<file path="src/rtl/dcache_pkg.sv">
// Shared types and sizing for the dcache line fill/writeback sequencer.
package dcache_pkg;

    localparam int unsigned DATABITS      = 32;
    localparam int unsigned CACHEADDRBITS = 5;
    localparam int unsigned LINEBITS      = 3;
    localparam int unsigned MEMADDRBITS   = 30;
    localparam int unsigned LINEIDXBITS   = CACHEADDRBITS - LINEBITS;
    localparam int unsigned LINEWORDS     = 2 ** LINEBITS;
    localparam int unsigned WATCHDOG_MAX  = 255;
    localparam int unsigned WDBITS        = 8;

    typedef enum logic [2:0] {
        ST_IDLE,
        ST_WB_RD,
        ST_WB_CAP,
        ST_WB_WR,
        ST_FILL_REQ,
        ST_FILL_DATA,
        ST_DONE
    } state_e;

    // Cache word address of word k within a line.
    function automatic logic [CACHEADDRBITS-1:0] word_addr(
        input logic [LINEIDXBITS-1:0] line,
        input logic [LINEBITS-1:0]    k
    );
        return {line, k};
    endfunction

endpackage

</file>
<file path="src/rtl/dcache_line_ctrl_if.sv">
// Main-memory request/response bus between the line sequencer and memory.
interface dcache_line_ctrl_if;
    import dcache_pkg::*;

    logic [MEMADDRBITS-1:0] mem_addr;
    logic                   mem_rdreq;
    logic                   mem_wrreq;
    logic [DATABITS-1:0]    mem_wdata;
    logic                   mem_ack;
    logic [DATABITS-1:0]    mem_rdata;
    logic                   mem_rdata_valid;

    modport master (
        output mem_addr, mem_rdreq, mem_wrreq, mem_wdata,
        input  mem_ack, mem_rdata, mem_rdata_valid
    );

    modport slave (
        input  mem_addr, mem_rdreq, mem_wrreq, mem_wdata,
        output mem_ack, mem_rdata, mem_rdata_valid
    );

endinterface

</file>
<file path="src/rtl/dcache_line_ctrl.sv">
// Cache-miss line sequencer: dirty-victim writeback, then burst line fill.
// Optional fill watchdog (fill_error output) enabled by DCACHE_FILL_WATCHDOG_EN.
module dcache_line_ctrl
    import dcache_pkg::*;
(
    input  logic                     clk,
    input  logic                     reset,
    input  logic                     miss_req,
    input  logic [LINEIDXBITS-1:0]   miss_line,
    input  logic [MEMADDRBITS-1:0]   miss_mem_addr,
    input  logic                     victim_dirty,
    input  logic [MEMADDRBITS-1:0]   victim_mem_addr,
    output logic                     miss_ack,
    output logic                     busy,
    output logic                     flush_mode,
    output logic [CACHEADDRBITS-1:0] flush_addr,
    output logic                     flush_write,
    output logic [DATABITS-1:0]      line_in,
    output logic                     line_in_valid,
    input  logic [DATABITS-1:0]      cache_rdata,
    dcache_line_ctrl_if.master       mem
`ifdef DCACHE_FILL_WATCHDOG_EN
    ,
    output logic                     fill_error
`endif
);

    localparam logic [LINEBITS-1:0] K_LAST = LINEBITS'(LINEWORDS - 1);

    state_e                   state_q, state_d;
    logic [LINEBITS-1:0]      k_q, k_d;
    logic [LINEIDXBITS-1:0]   line_q, line_d;
    logic [MEMADDRBITS-1:0]   miss_addr_q, miss_addr_d;
    logic [MEMADDRBITS-1:0]   victim_addr_q, victim_addr_d;
    logic [DATABITS-1:0]      mem_wdata_q, mem_wdata_d;
    logic [MEMADDRBITS-1:0]   mem_addr_q, mem_addr_d;
    logic                     mem_rdreq_q, mem_rdreq_d;
    logic                     mem_wrreq_q, mem_wrreq_d;
    logic                     miss_ack_q, miss_ack_d;
    logic                     busy_q, busy_d;
    logic                     flush_mode_q, flush_mode_d;
    logic                     in_fill;
    logic                     beat_ok;

`ifdef DCACHE_FILL_WATCHDOG_EN
    logic [WDBITS-1:0]        wd_q, wd_d;
    logic                     fill_error_q, fill_error_d;
`endif

    assign in_fill = (state_q == ST_FILL_REQ) || (state_q == ST_FILL_DATA);
    assign beat_ok = in_fill && mem.mem_rdata_valid;

    // Next-state, counter, latched fields and registered-output next values.
    always_comb begin
        state_d       = state_q;
        k_d           = k_q;
        line_d        = line_q;
        miss_addr_d   = miss_addr_q;
        victim_addr_d = victim_addr_q;
        mem_wdata_d   = mem_wdata_q;

        case (state_q)
            ST_IDLE: begin
                if (miss_req) begin
                    line_d        = miss_line;
                    miss_addr_d   = miss_mem_addr;
                    victim_addr_d = victim_mem_addr;
                    k_d           = '0;
                    state_d       = victim_dirty ? ST_WB_RD : ST_FILL_REQ;
                end
            end
            ST_WB_RD:  state_d = ST_WB_CAP;
            ST_WB_CAP: begin
                mem_wdata_d = cache_rdata;
                state_d     = ST_WB_WR;
            end
            ST_WB_WR: begin
                if (mem.mem_ack) begin
                    k_d     = (k_q == K_LAST) ? '0 : LINEBITS'(k_q + 1'b1);
                    state_d = (k_q == K_LAST) ? ST_FILL_REQ : ST_WB_RD;
                end
            end
            ST_FILL_REQ: begin
                if (mem.mem_ack) state_d = ST_FILL_DATA;
                // A completed burst wins over a still-pending request ack.
                if (beat_ok) begin
                    k_d = LINEBITS'(k_q + 1'b1);
                    if (k_q == K_LAST) state_d = ST_DONE;
                end
            end
            ST_FILL_DATA: begin
                if (beat_ok) begin
                    k_d = LINEBITS'(k_q + 1'b1);
                    if (k_q == K_LAST) state_d = ST_DONE;
                end
            end
            ST_DONE:  state_d = ST_IDLE;
            default:  state_d = ST_IDLE;
        endcase

`ifdef DCACHE_FILL_WATCHDOG_EN
        wd_d         = '0;
        fill_error_d = 1'b0;
        if (!(mem.mem_ack || mem.mem_rdata_valid) && in_fill) begin
            wd_d = WDBITS'(wd_q + 1'b1);
            if (wd_d == WDBITS'(WATCHDOG_MAX)) begin
                wd_d         = '0;
                fill_error_d = 1'b1;
                state_d      = ST_IDLE;
            end
        end
`endif

        busy_d       = (state_d != ST_IDLE);
        flush_mode_d = (state_d != ST_IDLE);
        miss_ack_d   = (state_d == ST_DONE);
        mem_rdreq_d  = (state_d == ST_FILL_REQ);
        mem_wrreq_d  = (state_d == ST_WB_WR);
        case (state_d)
            ST_WB_WR:    mem_addr_d = victim_addr_d + MEMADDRBITS'(k_d);
            ST_FILL_REQ: mem_addr_d = miss_addr_d;
            default:     mem_addr_d = '0;
        endcase
    end

    always_ff @(posedge clk) begin
        if (reset) begin
            state_q       <= ST_IDLE;
            k_q           <= '0;
            line_q        <= '0;
            miss_addr_q   <= '0;
            victim_addr_q <= '0;
            mem_wdata_q   <= '0;
            mem_addr_q    <= '0;
            mem_rdreq_q   <= 1'b0;
            mem_wrreq_q   <= 1'b0;
            miss_ack_q    <= 1'b0;
            busy_q        <= 1'b0;
            flush_mode_q  <= 1'b0;
        end else begin
            state_q       <= state_d;
            k_q           <= k_d;
            line_q        <= line_d;
            miss_addr_q   <= miss_addr_d;
            victim_addr_q <= victim_addr_d;
            mem_wdata_q   <= mem_wdata_d;
            mem_addr_q    <= mem_addr_d;
            mem_rdreq_q   <= mem_rdreq_d;
            mem_wrreq_q   <= mem_wrreq_d;
            miss_ack_q    <= miss_ack_d;
            busy_q        <= busy_d;
            flush_mode_q  <= flush_mode_d;
        end
    end

`ifdef DCACHE_FILL_WATCHDOG_EN
    always_ff @(posedge clk) begin
        if (reset) begin
            wd_q         <= '0;
            fill_error_q <= 1'b0;
        end else begin
            wd_q         <= wd_d;
            fill_error_q <= fill_error_d;
        end
    end

    assign fill_error = fill_error_q;
`endif

    // Memblock port: writeback read address, or fill beat written through same cycle.
    always_comb begin
        flush_addr    = '0;
        flush_write   = 1'b0;
        line_in       = '0;
        line_in_valid = 1'b0;
        if (state_q == ST_WB_RD) begin
            flush_addr = word_addr(line_q, k_q);
        end
        if (beat_ok) begin
            flush_addr    = word_addr(line_q, k_q);
            flush_write   = 1'b1;
            line_in       = mem.mem_rdata;
            line_in_valid = 1'b1;
        end
    end

    assign miss_ack      = miss_ack_q;
    assign busy          = busy_q;
    assign flush_mode    = flush_mode_q;
    assign mem.mem_addr  = mem_addr_q;
    assign mem.mem_rdreq = mem_rdreq_q;
    assign mem.mem_wrreq = mem_wrreq_q;
    assign mem.mem_wdata = mem_wdata_q;

endmodule

</file>
<file path="src/flat_wrapper.sv">
// flat-port wrapper written by rule: the top's interface ports become plain ports
module dcache_line_ctrl_flat import dcache_pkg::*;
  (clk, reset, miss_req, miss_line, miss_mem_addr, victim_dirty, victim_mem_addr, miss_ack, busy, flush_mode, flush_addr, flush_write, line_in, line_in_valid, cache_rdata, mem_mem_addr, mem_mem_rdreq, mem_mem_wrreq, mem_mem_wdata, mem_mem_ack, mem_mem_rdata, mem_mem_rdata_valid);
  dcache_line_ctrl_if mem_i ();
  input  logic clk;
  input  logic reset;
  input  logic miss_req;
  input  logic [LINEIDXBITS-1:0] miss_line;
  input  logic [MEMADDRBITS-1:0] miss_mem_addr;
  input  logic victim_dirty;
  input  logic [MEMADDRBITS-1:0] victim_mem_addr;
  output logic miss_ack;
  output logic busy;
  output logic flush_mode;
  output logic [CACHEADDRBITS-1:0] flush_addr;
  output logic flush_write;
  output logic [DATABITS-1:0] line_in;
  output logic line_in_valid;
  input  logic [DATABITS-1:0] cache_rdata;
  output wire logic [$bits(mem_i.mem_addr)-1:0] mem_mem_addr;
  output wire logic [$bits(mem_i.mem_rdreq)-1:0] mem_mem_rdreq;
  output wire logic [$bits(mem_i.mem_wrreq)-1:0] mem_mem_wrreq;
  output wire logic [$bits(mem_i.mem_wdata)-1:0] mem_mem_wdata;
  input wire logic [$bits(mem_i.mem_ack)-1:0] mem_mem_ack;
  input wire logic [$bits(mem_i.mem_rdata)-1:0] mem_mem_rdata;
  input wire logic [$bits(mem_i.mem_rdata_valid)-1:0] mem_mem_rdata_valid;
  assign mem_mem_addr = mem_i.mem_addr;
  assign mem_mem_rdreq = mem_i.mem_rdreq;
  assign mem_mem_wrreq = mem_i.mem_wrreq;
  assign mem_mem_wdata = mem_i.mem_wdata;
  assign mem_i.mem_ack = mem_mem_ack;
  assign mem_i.mem_rdata = mem_mem_rdata;
  assign mem_i.mem_rdata_valid = mem_mem_rdata_valid;
  dcache_line_ctrl u_core (.clk(clk), .reset(reset), .miss_req(miss_req), .miss_line(miss_line), .miss_mem_addr(miss_mem_addr), .victim_dirty(victim_dirty), .victim_mem_addr(victim_mem_addr), .miss_ack(miss_ack), .busy(busy), .flush_mode(flush_mode), .flush_addr(flush_addr), .flush_write(flush_write), .line_in(line_in), .line_in_valid(line_in_valid), .cache_rdata(cache_rdata), .mem(mem_i));
endmodule
</file>
<file path="config.mk">
export PLATFORM = sky130hd
export DESIGN_NAME = dcache_line_ctrl_flat
export DESIGN_NICKNAME = d
export VERILOG_FILES = /design/src/rtl/dcache_pkg.sv /design/src/rtl/dcache_line_ctrl_if.sv /design/src/rtl/dcache_line_ctrl.sv /design/src/flat_wrapper.sv
export SDC_FILE = /design/constraint.sdc
export NUM_CORES = 1
export LEC_CHECK = 0
export ABC_AREA = 0
export BUFFER_PORTS_ARGS = -buffer_cell sky130_fd_sc_hd__buf_4
export CAP_MARGIN = 20
export CORE_AREA = 2 2 114 116
export DETAILED_ROUTE_END_ITERATION = 10
export DIE_AREA = 0 0 116 118
export GPL_TIMING_DRIVEN = 0
export PLACE_DENSITY = 0.89
export SLEW_MARGIN = 0
export SYNTH_ARGS = -nofsm -noshare
export SYNTH_HDL_FRONTEND = slang
export SYNTH_SLANG_ARGS = --single-unit
</file>
<file path="constraint.sdc">
create_clock -name clk -period 4.66 [get_ports clk]
set_clock_uncertainty 0.2 [all_clocks]
set_input_delay 0.233 -clock clk [delete_from_list [all_inputs] [get_ports clk]]
set_output_delay 0.233 -clock clk [all_outputs]
set_load 0.05 [all_outputs]
</file>
==> flow_summary.ini <==
[outcome]
outcome = complete, no violations

[grt]
grt_usage = 0.3451
gr-total-overflow = 0
grt_max_degree = 20
grt_pass1_vias = 6933
grt_antenna_before_repair = 1
grt_pass1_wl_mm = 36.14

[drt]
wl_mm = 23.71
drt_iter0_markers = 903
wl_per_cell_um = 18.98
antenna_left = 0
drc = 0
vias = 7072
avgViaCountPerCell = 5.662
drt-pass1-iter-count = 8

[setup_path]
required_ps = 4770
crit_path_end_kind = register
critical_path.slowest_cell = or4b_1
cp_common_cell = nand2_1
worstSetupPathType = reg -> reg
rrSetupSlack_ps = 110
r2r-start = u_core.state_q[2]
crit_arrival_ps = 4650
rr_endpoint = u_core.mem.mem_addr[8]
crit_chain = or4b_1 > buf_2 > buf_1 > clkbuf_1 > nand2_1 > nand2_1 > ha_1 > fa_1 > a21oi_1 > clkbuf_1 > nor3b_1 > xor2_1 > o21ai_0 > nand2_1
worst_r2r_path_depth = 14
crit_fanout = 10
start_kind = register
cpPeakStageDelay_ps = 530

[floorplanning]
die_x_um = 116
die_h_um = 118
row_count = 41
core_um2 = 12410
pin_count = 238
start_util = 0.4710
die-area_um2 = 13690

[sta]
min_period_ps = 4546
rsz0062_at_grt = no
hold_viol_final = 0
drv_slew = 0
tightest_slew_ps = 875.2
fmax_mhz = 220.0
finalWorstSetupSlack_ps = 113.5
timing.final.crit_share = 0.9756
relSlewSlack = 0.4165
finalSetupViolCount = 0

[logic_synthesis]
syn-cell-area_um2 = 5847
ys.flop_type = dfxtp_1
synth_top_cell_by_area = dfxtp_1
postSynthCellCount = 716
yosys_warnings = 0
synth_cell_types = 56
synth.avg_cell_area_um2 = 8.166
synth_edf_count = 0
syn_nets = 854
synth_top_area_share = 0.4588
ys_async_sr_fraction = 0
ys_top_cells_by_area = dfxtp_1 (46%), nand2_1 (12%), a21oi_1 (6.8%)
synth_seq_area_share = 0.4588
synth_seq_cells = 134

[placed_design]
dp.cells = 1125
place.gp.congestion = 0.9464
place_hpwl_mm = 14.78
io_buffers = 237
place_area_um2 = 7841
pre_cts_ws_ps = -1104

[clocking]
clk_pin_slew_ps = 60
clk_latency_ps = 430
postCtsSetupRepairBufs = 0
htreeDepth = 4
cts.sink_count = 134
cts_tree = yes
clockBufferDepth = 2
numCtsBuffers = 17
cts-root-buf = clkbuf_16

[layout]
final_common_cell = buf_4
final_cell_mix = buf_4 (239), nand2_1 (185), dfxtp_1 (134)
area_delta_synth_final_pct = 59.96
fin_area_um2 = 9353
fin_util = 0.7534
drive_gt1_frac = 0.2658
layout.cells.non_filler = 1249
nets = 1201

[pwr]
p_per_area_nw_per_um2 = 369.7
ir_drop_mv = 0.3540
leakagePower_uw = 0.004005

[hold_path]
min-delay-start = victim_mem_addr[23]
hold-path-cell-count = 4
hold_path_end = u_core.victim_addr_q[23]
min_path_type = in -> reg

[run]
drv_cap = 0
layer usage:
metal	GRT usage	share of wire	routed length, um
met1	0.3984	0.36	8481
met2	0.5585	0.47	11180
met3	0.09166	0.097	2308
met4	0.2202	0.073	1730
met5	0	0	0
cells in the mapped netlist (all sizes together), types with 2 or more instances:
cell,n
o21ai,17
nor2b,7
inv,5
nor2,36
ha,5
xnor2,4
a21o,2
nor3b,2
mux2,4
clkbuf,42
a211oi,5
nand4,8
buf,10
a2111oi,3
a31oi,2
or4,10
or3,3
a32o,9
nand2,185
nor4b,4
mux2i,22
nand3,12
xor2,9
o31a,3
or4b,2
a21oi,79
and3,3
o21bai,2
dfxtp,134
nor4,4
nor3,3
or2,3
a211o,2
o31ai,15
and2,39
a22o,6
stage by stage:
stage	TNS [ps]	hold slack (ps)	power, uW
after CTS	0	1.718	3405
after global routing	0	67.04	3562
after detailed placement	-17020	244.6	2070
final	0	2.739	3458
after global placement	-15750	241.0	2058
after floorplan	0	169.0	1780
state kept, by name, indices dropped and copies added (netlist names):
| signal | cells |
|---|---|
| u_core.victim_addr_q | 30 |
| u_core.state_q | 3 |
| u_core.mem.mem_wrreq | 1 |
| u_core.mem.mem_rdreq | 1 |
| u_core.miss_addr_q | 30 |
| u_core.miss_ack | 1 |
| u_core.line_q | 2 |
| u_core.busy | 1 |
| u_core.k_q | 3 |
| u_core.mem.mem_wdata | 32 |
| u_core.mem.mem_addr | 30 |
cell families (layout without fill, tap and decap cells):
kind of cell             count (synthesis)  after routing  share of synthesized area
other                                    0              1                          0
buffers and inverters                   57            417                    0.03852
adder cells (fa/ha/maj)                  6              6                    0.01412
flip-flops                             134            134                     0.4588
XOR/XNOR                                13             13                    0.01947
AND/OR/NAND/NOR                        327            327                     0.2609
multiplexers                            26             26                    0.04537
AO/OA/AOI/OAI                          153            153                     0.1629
worst max-delay path: cells and delay by family (launching register included):
family / cells / cell delay (ps)
XOR/XNOR: 1 / 170
buffers and inverters: 4 / 1320
AND/OR/NAND/NOR: 5 / 1000
adder cells (fa/ha/maj): 2 / 670
AO/OA/AOI/OAI: 2 / 730
flip-flops: 1 / 360
cell type report:
type / instances / area (um2)
fillers: 809 / 3062
multi-input cells: 525 / 2952
repair buffers: 330 / 2710
flip-flops and latches: 134 / 2683
clock buffers: 21 / 470.5
well taps: 172 / 215.2
plain buffers: 50 / 202.7
clock inverters: 11 / 98.84
inverters: 5 / 18.77
diodes: 1 / 2.502
worst max path at each step:
| stage | startpoint | end | slack, ps |
|---|---|---|---|
| after floorplan | u_core.state_q[2] | u_core.mem.mem_addr[21] | 410 |
| after global placement | u_core.state_q[2] | u_core.mem.mem_addr[21] | -1040 |
| after detailed placement | u_core.state_q[2] | u_core.mem.mem_addr[21] | -1100 |
| after CTS | u_core.state_q[2] | u_core.mem.mem_addr[21] | 70 |
| after global routing | u_core.state_q[2] | u_core.mem.mem_addr[8] | 0.3 |
| final | u_core.state_q[2] | u_core.mem.mem_addr[8] | 110 |
timing repair:
| action | 4_1_cts | 5_1_grt |
|---|---|---|
| endpoints found under the hold margin | 97 | 0 |
| hold buffers | 93 | 0 |
| pin swaps | 0 | 0 |
| gates resized for setup | 4 | 0 |
| endpoints found under the setup margin | 27 | 16 |
power by group:
part | switching, uW | total (uW) | internal, uW
clock | 525 | 1300 | 775
sequential | 47.8 | 1290 | 1240
combinational | 550 | 872 | 322
(Power assumes the default switching activity.)
